### config.mk
export PLATFORM = sky130hd
export DESIGN_NAME = ws2812_rx
export DESIGN_NICKNAME = d
export VERILOG_FILES = /design/src/rtl/ws2812_pkg.sv /design/src/rtl/ws2812_pulse_meas.sv /design/src/rtl/ws2812_rx.sv
export SDC_FILE = /design/constraint.sdc
export NUM_CORES = 1
export LEC_CHECK = 0
export BUFFER_PORTS_ARGS = -buffer_cell sky130_fd_sc_hd__buf_2
export CAP_MARGIN = 15
export CORE_MARGIN = 2
export CORE_UTILIZATION = 50
export DETAILED_ROUTE_END_ITERATION = 7
export GPL_TIMING_DRIVEN = 0
export PLACE_DENSITY = 0.72
export REMOVE_ABC_BUFFERS = 1
export SYNTH_ARGS = -nofsm -noshare
export SYNTH_HDL_FRONTEND = slang
export SYNTH_SLANG_ARGS = --single-unit
export TNS_END_PERCENT = 100
### constraint.sdc
create_clock -name sys_clk -period 1.9 [get_ports sys_clk]
set_input_delay 0.095 -clock sys_clk [delete_from_list [all_inputs] [get_ports sys_clk]]
set_output_delay 0.095 -clock sys_clk [all_outputs]
set_load 0.05 [all_outputs]
### src/rtl/ws2812_pkg.sv
// Shared WS2812 line timing, frame limits and receiver types.
// All timing values are in 50 MHz system clock cycles.
package ws2812_pkg;

  localparam int unsigned T0H_CYC        = 20;    // 0.4 us high for a 0 bit
  localparam int unsigned T1H_CYC        = 40;    // 0.8 us high for a 1 bit
  localparam int unsigned BIT_PERIOD_CYC = 63;    // 1.25 us bit period
  localparam int unsigned RESET_LOW_CYC  = 2500;  // 50 us latch/reset low
  localparam int unsigned PIXEL_MAX_N    = 64;    // 8x8 matrix
  localparam int unsigned BIT_THRESH_CYC = 30;
  localparam int unsigned MIN_HIGH_CYC   = 5;
  localparam int unsigned MAX_HIGH_CYC   = 60;

  localparam int unsigned HighCntW = 7;
  localparam int unsigned LowCntW  = 12;
  localparam int unsigned PixCntW  = 7;
  localparam int unsigned BitCntW  = 5;

  typedef enum logic [1:0] {
    StWaitRst,
    StIdle,
    StHigh,
    StLow
  } rx_state_e;

endpackage

### src/rtl/ws2812_pulse_meas.sv
// Synchronises the WS2812 line and measures the length of the current
// high and low runs with saturating counters.
module ws2812_pulse_meas
  import ws2812_pkg::*;
(
  input  logic                clk_i,
  input  logic                rst_ni,
  input  logic                din_i,
  output logic                level_o,
  output logic                rise_o,
  output logic                fall_o,
  output logic [HighCntW-1:0] high_cnt_o,
  output logic [LowCntW-1:0]  low_cnt_o
);

  logic                sync1_q, sync2_q, prev_q;
  logic [HighCntW-1:0] hcnt_q, hcnt_d;
  logic [LowCntW-1:0]  lcnt_q, lcnt_d;

  always_ff @(posedge clk_i or negedge rst_ni) begin
    if (!rst_ni) begin
      sync1_q <= 1'b0;
      sync2_q <= 1'b0;
      prev_q  <= 1'b0;
      hcnt_q  <= '0;
      lcnt_q  <= '0;
    end else begin
      sync1_q <= din_i;
      sync2_q <= sync1_q;
      prev_q  <= sync2_q;
      hcnt_q  <= hcnt_d;
      lcnt_q  <= lcnt_d;
    end
  end

  // Each counter runs while its level persists and clears on the opposite
  // level, so at an edge it holds the full length of the run just ended.
  always_comb begin
    hcnt_d = '0;
    lcnt_d = '0;
    if (sync2_q) begin
      hcnt_d = (hcnt_q == '1) ? hcnt_q : hcnt_q + 1'b1;
    end else begin
      lcnt_d = (lcnt_q == '1) ? lcnt_q : lcnt_q + 1'b1;
    end
  end

  assign level_o    = sync2_q;
  assign rise_o     = sync2_q & ~prev_q;
  assign fall_o     = ~sync2_q & prev_q;
  assign high_cnt_o = hcnt_q;
  assign low_cnt_o  = lcnt_q;

endmodule

### src/rtl/ws2812_rx.sv
// WS2812 receiver: decodes GRB pixels from the serial line, reports
// per-pixel strobes, end-of-frame pixel count and protocol errors.
module ws2812_rx
  import ws2812_pkg::*;
#(
  parameter int unsigned BIT_THRESH = BIT_THRESH_CYC,
  parameter int unsigned MIN_HIGH   = MIN_HIGH_CYC,
  parameter int unsigned MAX_HIGH   = MAX_HIGH_CYC,
  parameter int unsigned RESET_LOW  = RESET_LOW_CYC,
  parameter int unsigned PIXEL_MAX  = PIXEL_MAX_N
) (
  input  logic        sys_clk,
  input  logic        sys_rst_n,
  input  logic        din,
  output logic [23:0] pix_data,
  output logic        pix_valid,
  output logic [6:0]  pix_index,
  output logic        frame_done,
  output logic [6:0]  pix_count,
  output logic        err
);

  localparam logic [HighCntW-1:0] BitThreshC  = HighCntW'(BIT_THRESH);
  localparam logic [HighCntW-1:0] MinHighC    = HighCntW'(MIN_HIGH);
  localparam logic [HighCntW-1:0] MaxHighC    = HighCntW'(MAX_HIGH);
  localparam logic [LowCntW-1:0]  ResetLowM1C = LowCntW'(RESET_LOW - 1);
  localparam logic [PixCntW-1:0]  PixMaxC     = PixCntW'(PIXEL_MAX);

  logic                level, rise, fall;
  logic [HighCntW-1:0] high_cnt;
  logic [LowCntW-1:0]  low_cnt;
  logic                low_done;

  rx_state_e          state_q, state_d;
  logic [23:0]        shift_q, shift_d;
  logic [BitCntW-1:0] bit_cnt_q, bit_cnt_d;
  logic [PixCntW-1:0] pix_cnt_q, pix_cnt_d;
  logic [23:0]        pix_data_q, pix_data_d;
  logic [6:0]         pix_index_q, pix_index_d;
  logic [6:0]         pix_count_q, pix_count_d;
  logic               pix_valid_q, pix_valid_d;
  logic               frame_done_q, frame_done_d;
  logic               err_q, err_d;

  ws2812_pulse_meas u_pulse_meas (
    .clk_i      (sys_clk),
    .rst_ni     (sys_rst_n),
    .din_i      (din),
    .level_o    (level),
    .rise_o     (rise),
    .fall_o     (fall),
    .high_cnt_o (high_cnt),
    .low_cnt_o  (low_cnt)
  );

  // low_cnt lags the line by one cycle, so this fires on the RESET_LOW-th low cycle.
  assign low_done = ~level && (low_cnt >= ResetLowM1C);

  always_ff @(posedge sys_clk or negedge sys_rst_n) begin
    if (!sys_rst_n) begin
      state_q      <= StWaitRst;
      shift_q      <= '0;
      bit_cnt_q    <= '0;
      pix_cnt_q    <= '0;
      pix_data_q   <= '0;
      pix_index_q  <= '0;
      pix_count_q  <= '0;
      pix_valid_q  <= 1'b0;
      frame_done_q <= 1'b0;
      err_q        <= 1'b0;
    end else begin
      state_q      <= state_d;
      shift_q      <= shift_d;
      bit_cnt_q    <= bit_cnt_d;
      pix_cnt_q    <= pix_cnt_d;
      pix_data_q   <= pix_data_d;
      pix_index_q  <= pix_index_d;
      pix_count_q  <= pix_count_d;
      pix_valid_q  <= pix_valid_d;
      frame_done_q <= frame_done_d;
      err_q        <= err_d;
    end
  end

  always_comb begin
    state_d      = state_q;
    shift_d      = shift_q;
    bit_cnt_d    = bit_cnt_q;
    pix_cnt_d    = pix_cnt_q;
    pix_data_d   = pix_data_q;
    pix_index_d  = pix_index_q;
    pix_count_d  = pix_count_q;
    pix_valid_d  = 1'b0;
    frame_done_d = 1'b0;
    err_d        = 1'b0;

    case (state_q)
      StWaitRst: begin
        if (low_done) state_d = StIdle;
      end
      StIdle: begin
        if (rise) state_d = StHigh;
      end
      StHigh: begin
        // A malformed pulse abandons the whole frame; resync on the next reset-low.
        if ((level && (high_cnt > MaxHighC)) ||
            (fall && ((high_cnt < MinHighC) || (high_cnt > MaxHighC)))) begin
          err_d     = 1'b1;
          shift_d   = '0;
          bit_cnt_d = '0;
          pix_cnt_d = '0;
          state_d   = StWaitRst;
        end else if (fall) begin
          shift_d = {shift_q[22:0], (high_cnt >= BitThreshC)};
          state_d = StLow;
          if (bit_cnt_q == BitCntW'(23)) begin
            bit_cnt_d = '0;
            if (pix_cnt_q < PixMaxC) begin
              pix_data_d  = shift_d;
              pix_index_d = pix_cnt_q;
              pix_valid_d = 1'b1;
              pix_cnt_d   = pix_cnt_q + 1'b1;
            end else begin
              err_d = 1'b1;
            end
          end else begin
            bit_cnt_d = bit_cnt_q + 1'b1;
          end
        end
      end
      StLow: begin
        if (rise) begin
          state_d = StHigh;
        end else if (low_done) begin
          err_d        = (bit_cnt_q != '0);
          frame_done_d = (pix_cnt_q != '0);
          pix_count_d  = pix_cnt_q;
          pix_cnt_d    = '0;
          bit_cnt_d    = '0;
          shift_d      = '0;
          state_d      = StIdle;
        end
      end
      default: state_d = StWaitRst;
    endcase
  end

  assign pix_data   = pix_data_q;
  assign pix_valid  = pix_valid_q;
  assign pix_index  = pix_index_q;
  assign frame_done = frame_done_q;
  assign pix_count  = pix_count_q;
  assign err        = err_q;

endmodule

==> summary.md <==
| Metric | Value |
|---|---|
| Vias | `3,144` |
| First-pass GRT wire length | `roughly 15,000 um` |
| Initial antenna violation count | `0` |
| Status | `finished, final reports clean` |
| Place WS | `-1100 ps` |
| Reg area | `about 0.0025 mm2` |
| Die area | `0.00944 mm2` |
| Overflow after GRT | `0` |
| CP cell instances | `nand4b_1 > a211oi_4 > a21oi_4 > buf_6 > a21o_1 > a221o_1` |
| WP data arrival | `around 2100 ps` |
| Synth top area share | `57.6%` |
| Number of distinct library cells after synthesis | `57` |
| Final worst path period share | `slightly below 100%` |
| DR iter-0 viols | `170` |
| Area of the multi-input gates | `approximately 0.002 mm2` |
| Max Slew Vio Count | `0` |
| H-tree depth | `3` |
| Kind of end point of the critical path | `register` |
| Antenna cells | `0` |
| Area leader, netlist | `dfrtp_1` |
| Critical path's slowest cell | `dfrtp_4` |
| CTS root buffer | `clkbuf_8` |
| Adder-cell share of the synthesized area | `between 2 and 2.5%` |
| Max IR drop VDD | `~0.43 mV` |
| Most common cell in the synthesized netlist | `dfrtp_1` |
| Setup-failing EPs final | `0` |
| Hold Crit Class | `input pin to asynchronous set/reset pin` |
| # DRC | `0` |
| Drt pass-1 iters | `4` |
| Simple-gate portion of the synthesized area | `around 11%` |
| Final min period | `1880 ps` |
| Layout cells sized above 1 | `between 30% and 40%` |
| Initial Utilization | `52.3%` |
| Hpwl dp | `between 4000 and 5000 um` |
| Pleak | `2.68 nW` |
| Synth Instances | `354` |
| # IOs | `44` |
| Largest fanout on the critical path | `6` |
| Overall routing resource usage | `about 20%` |
| Pwr/cell area | `between 600 and 700 mW/mm2` |
| Nets | `444` |
| Average wire per standard cell | `17.4 um` |
| Max Clock Freq | `around 0.53 GHz` |
| Worst-path clk slew | `approximately 100 ps` |
| Compound-Gate Fraction of Synth Area | `13.1%` |
| Core area | `roughly 0.0083 mm2` |
| Post-synth EDFFs | `0` |
| Sink Count | `100` |
| Worst skew pair latency | `380 ps` |
| Final wirelength | `between 9000 and 10,000 um` |
| Sequential element share of the synthesized area | `57.6%` |
| Yosys warns | `0` |
| CTS buffer count | `9` |
| Actual transition at the worst max-transition pin | `about 670 ps` |
| Final Hold Violating Endpoints | `0` |
| XOR/XNOR Fraction of Synth Area | `about 2.4%` |
| RSZ-0062 raised after global routing | `true` |
| Num rows | `33` |
| Max incr delay on CP | `~540 ps` |
| Crit-path leading delay family | `compound AO/OA/AOI/OAI gates` |
| Chip width | `roughly 97 um` |
| GP Congestion | `between 0.8 and 0.9` |
| Syn Area/Cell | `~12 um2` |
| Total of max-cap violations | `0` |
| Port Buffers | `between 40 and 50` |
| Pin count of the biggest net entering global routing | `56` |
| CP startpoint kind | `register` |
| Clock skew | `12.8 ps` |
| Critical Path RT | `around 2200 ps` |
| Async S/R FF share, synth | `between 90% and 100%` |
| Core Util, Final | `between 60% and 70%` |
| Hold slack | `around 250 ps` |
| Fill cell count | `587` |
| Mux contribution to synthesized area | `~10%` |
| Die H | `between 90 and 100 um` |
| Buf+Inv Stages, Crit Path | `1` |
| CTS tree | `yes` |
| Post-Syn Area | `~0.0043 mm2` |
| Max Buffers Root-to-Sink | `2` |
| Commonest cells in the netlist | `dfrtp_1 (100), mux2_2 (36), a22o_1 (27)` |
| Routed vias/inst | `5.78` |
| Top FF cell, synth | `dfrtp_1` |
| Syn-to-layout area delta | `24.2%` |
| Final WS setup | `24.1 ps` |
| Top cells by area, synth | `dfrtp_1 (58%), mux2_2 (9.3%), a22o_1 (5.4%), nor2_1 (2.2%), ha_1 (2.0%)` |
| ANT nets after route | `0` |
| Yosys reg bits | `100` |
| Vias in the first global route | `between 3,000 and 4,000` |
| Main combinational cell family by area after synthesis | `compound AO/OA/AOI/OAI gates` |
| WS Path Type | `register to register` |
| Slew headroom | `a little over half` |
[cells in the final DEF, fill, tap and decap left out, types with 2 or more instances in the layout]
cell type	synthesis	final
dfrtp_1	100	94
buf_2	5	42
buf_4	2	29
a22o_1	27	27
nor2_1	25	22
mux2_2	36	20
nand2_1	17	17
mux2_4	0	16
inv_1	14	12
a21oi_1	11	11
clkbuf_8	0	10
nand3_1	10	9
nor3_1	9	8
o21ai_0	11	8
xnor2_1	6	6
xor2_1	6	6
ha_1	7	5
dfrtp_2	0	5
nand4b_1	4	4
and2_1	4	4
nand4_1	4	4
clkinv_4	0	4
buf_6	3	4
nor2_4	0	3
a21oi_4	1	3
nand3_4	0	3
and4_1	4	3
nor4_1	4	3
mux2i_1	3	3
inv_2	0	2
and3_4	0	2
and3_1	4	2
a21o_1	2	2
o21ai_1	0	2
inv_8	0	2
dlygate4sd3_1	0	2
[metrics by stage]
step,cells,TNS (ps),power (W),area (um2)
2_1_floorplan,340,-15340,0.00224,4250
3_3_place_gp,488,-78620,0.00230,4600
3_5_place_dp,489,-59470,0.00231,4630
4_1_cts,538,-194,0.00364,5200
5_1_grt,544,-115,0.00379,5390
6_report,544,0,0.00362,5390
[worst paths after layout]
check                      slack [ps]                            from  depth (start not counted)                              to
setup / recovery                   20  u_pulse_meas.level_o$_DFF_PN0_                          6        pix_cnt_q[2]$_DFFE_PN0P_
hold / removal                    250                       sys_rst_n                          2        pix_data[22]$_DFFE_PN0P_
setup reg to reg                   20  u_pulse_meas.level_o$_DFF_PN0_                          6        pix_cnt_q[2]$_DFFE_PN0P_
hold reg to reg                   370  u_pulse_meas.sync1_q$_DFF_PN0_                          0  u_pulse_meas.level_o$_DFF_PN0_
max in group asynchronous         990                       sys_rst_n                          3        pix_index[1]$_DFFE_PN0P_
min in group sys_clk              360                             din                          2  u_pulse_meas.sync1_q$_DFF_PN0_
[flip-flops by register name, summed over array words and instances, names as in the netlist, 2 cells and up]
name,cells
pix_data,24
u_pulse_meas.low_cnt_o,12
bit_cnt_q,5
pix_count,7
pix_index,7
state_q,2
pix_cnt_q,7
shift_q,23
u_pulse_meas.high_cnt_o,7
[timing repair]
action                                  4_1_cts  5_1_grt
endpoints found under the hold margin        46        0
buffers inserted                             27        6
endpoints found under the setup margin       77       53
hold buffers                                  2        0
resized for setup                            27       38
cloned                                        4        0
pin swaps                                    11       11
[final cells by class]
| cell class | count | area share (%) |
|---|---|---|
| inverter | 15 | 1.07 |
| clock buffer | 10 | 2.55 |
| timing repair buffer | 79 | 10.0 |
| tap | 105 | 2.44 |
| multi-input combinational | 229 | 36.2 |
| sequential | 100 | 46.6 |
| clock inverter | 6 | 1.07 |
[layer usage]
metal / share of wire [%] / wire [um] / vias to the layer above / track usage [%]
met5: 0 / 0 / - / 0
met1: 45 / 4260 / 1575 / 27.0
met3: 3.7 / 349 / 27 / 4.75
met4: 3.2 / 300 / 0 / 8.13
met2: 48 / 4550 / 84 / 31.0
li1: - / - / 1458 / -
[power by group]
part	internal (W)	leakage (nW)	total [W]	switching, W
combinational	0.0000557	1.21	0.000151	0.0000953
clock	0.000539	0.100	0.00131	0.000775
sequential	0.00214	1.38	0.00216	0.0000185
total	0.00274	2.68	0.00362	0.000889
[logic make-up after synthesis]
logic type      Yosys count
flops                   100
simple gates             93
compound gates           73
mux                      40
buf+inv                  29
xor+xnor                 12
fa+ha+maj                 7
Power figures use the tool's default switching activity.
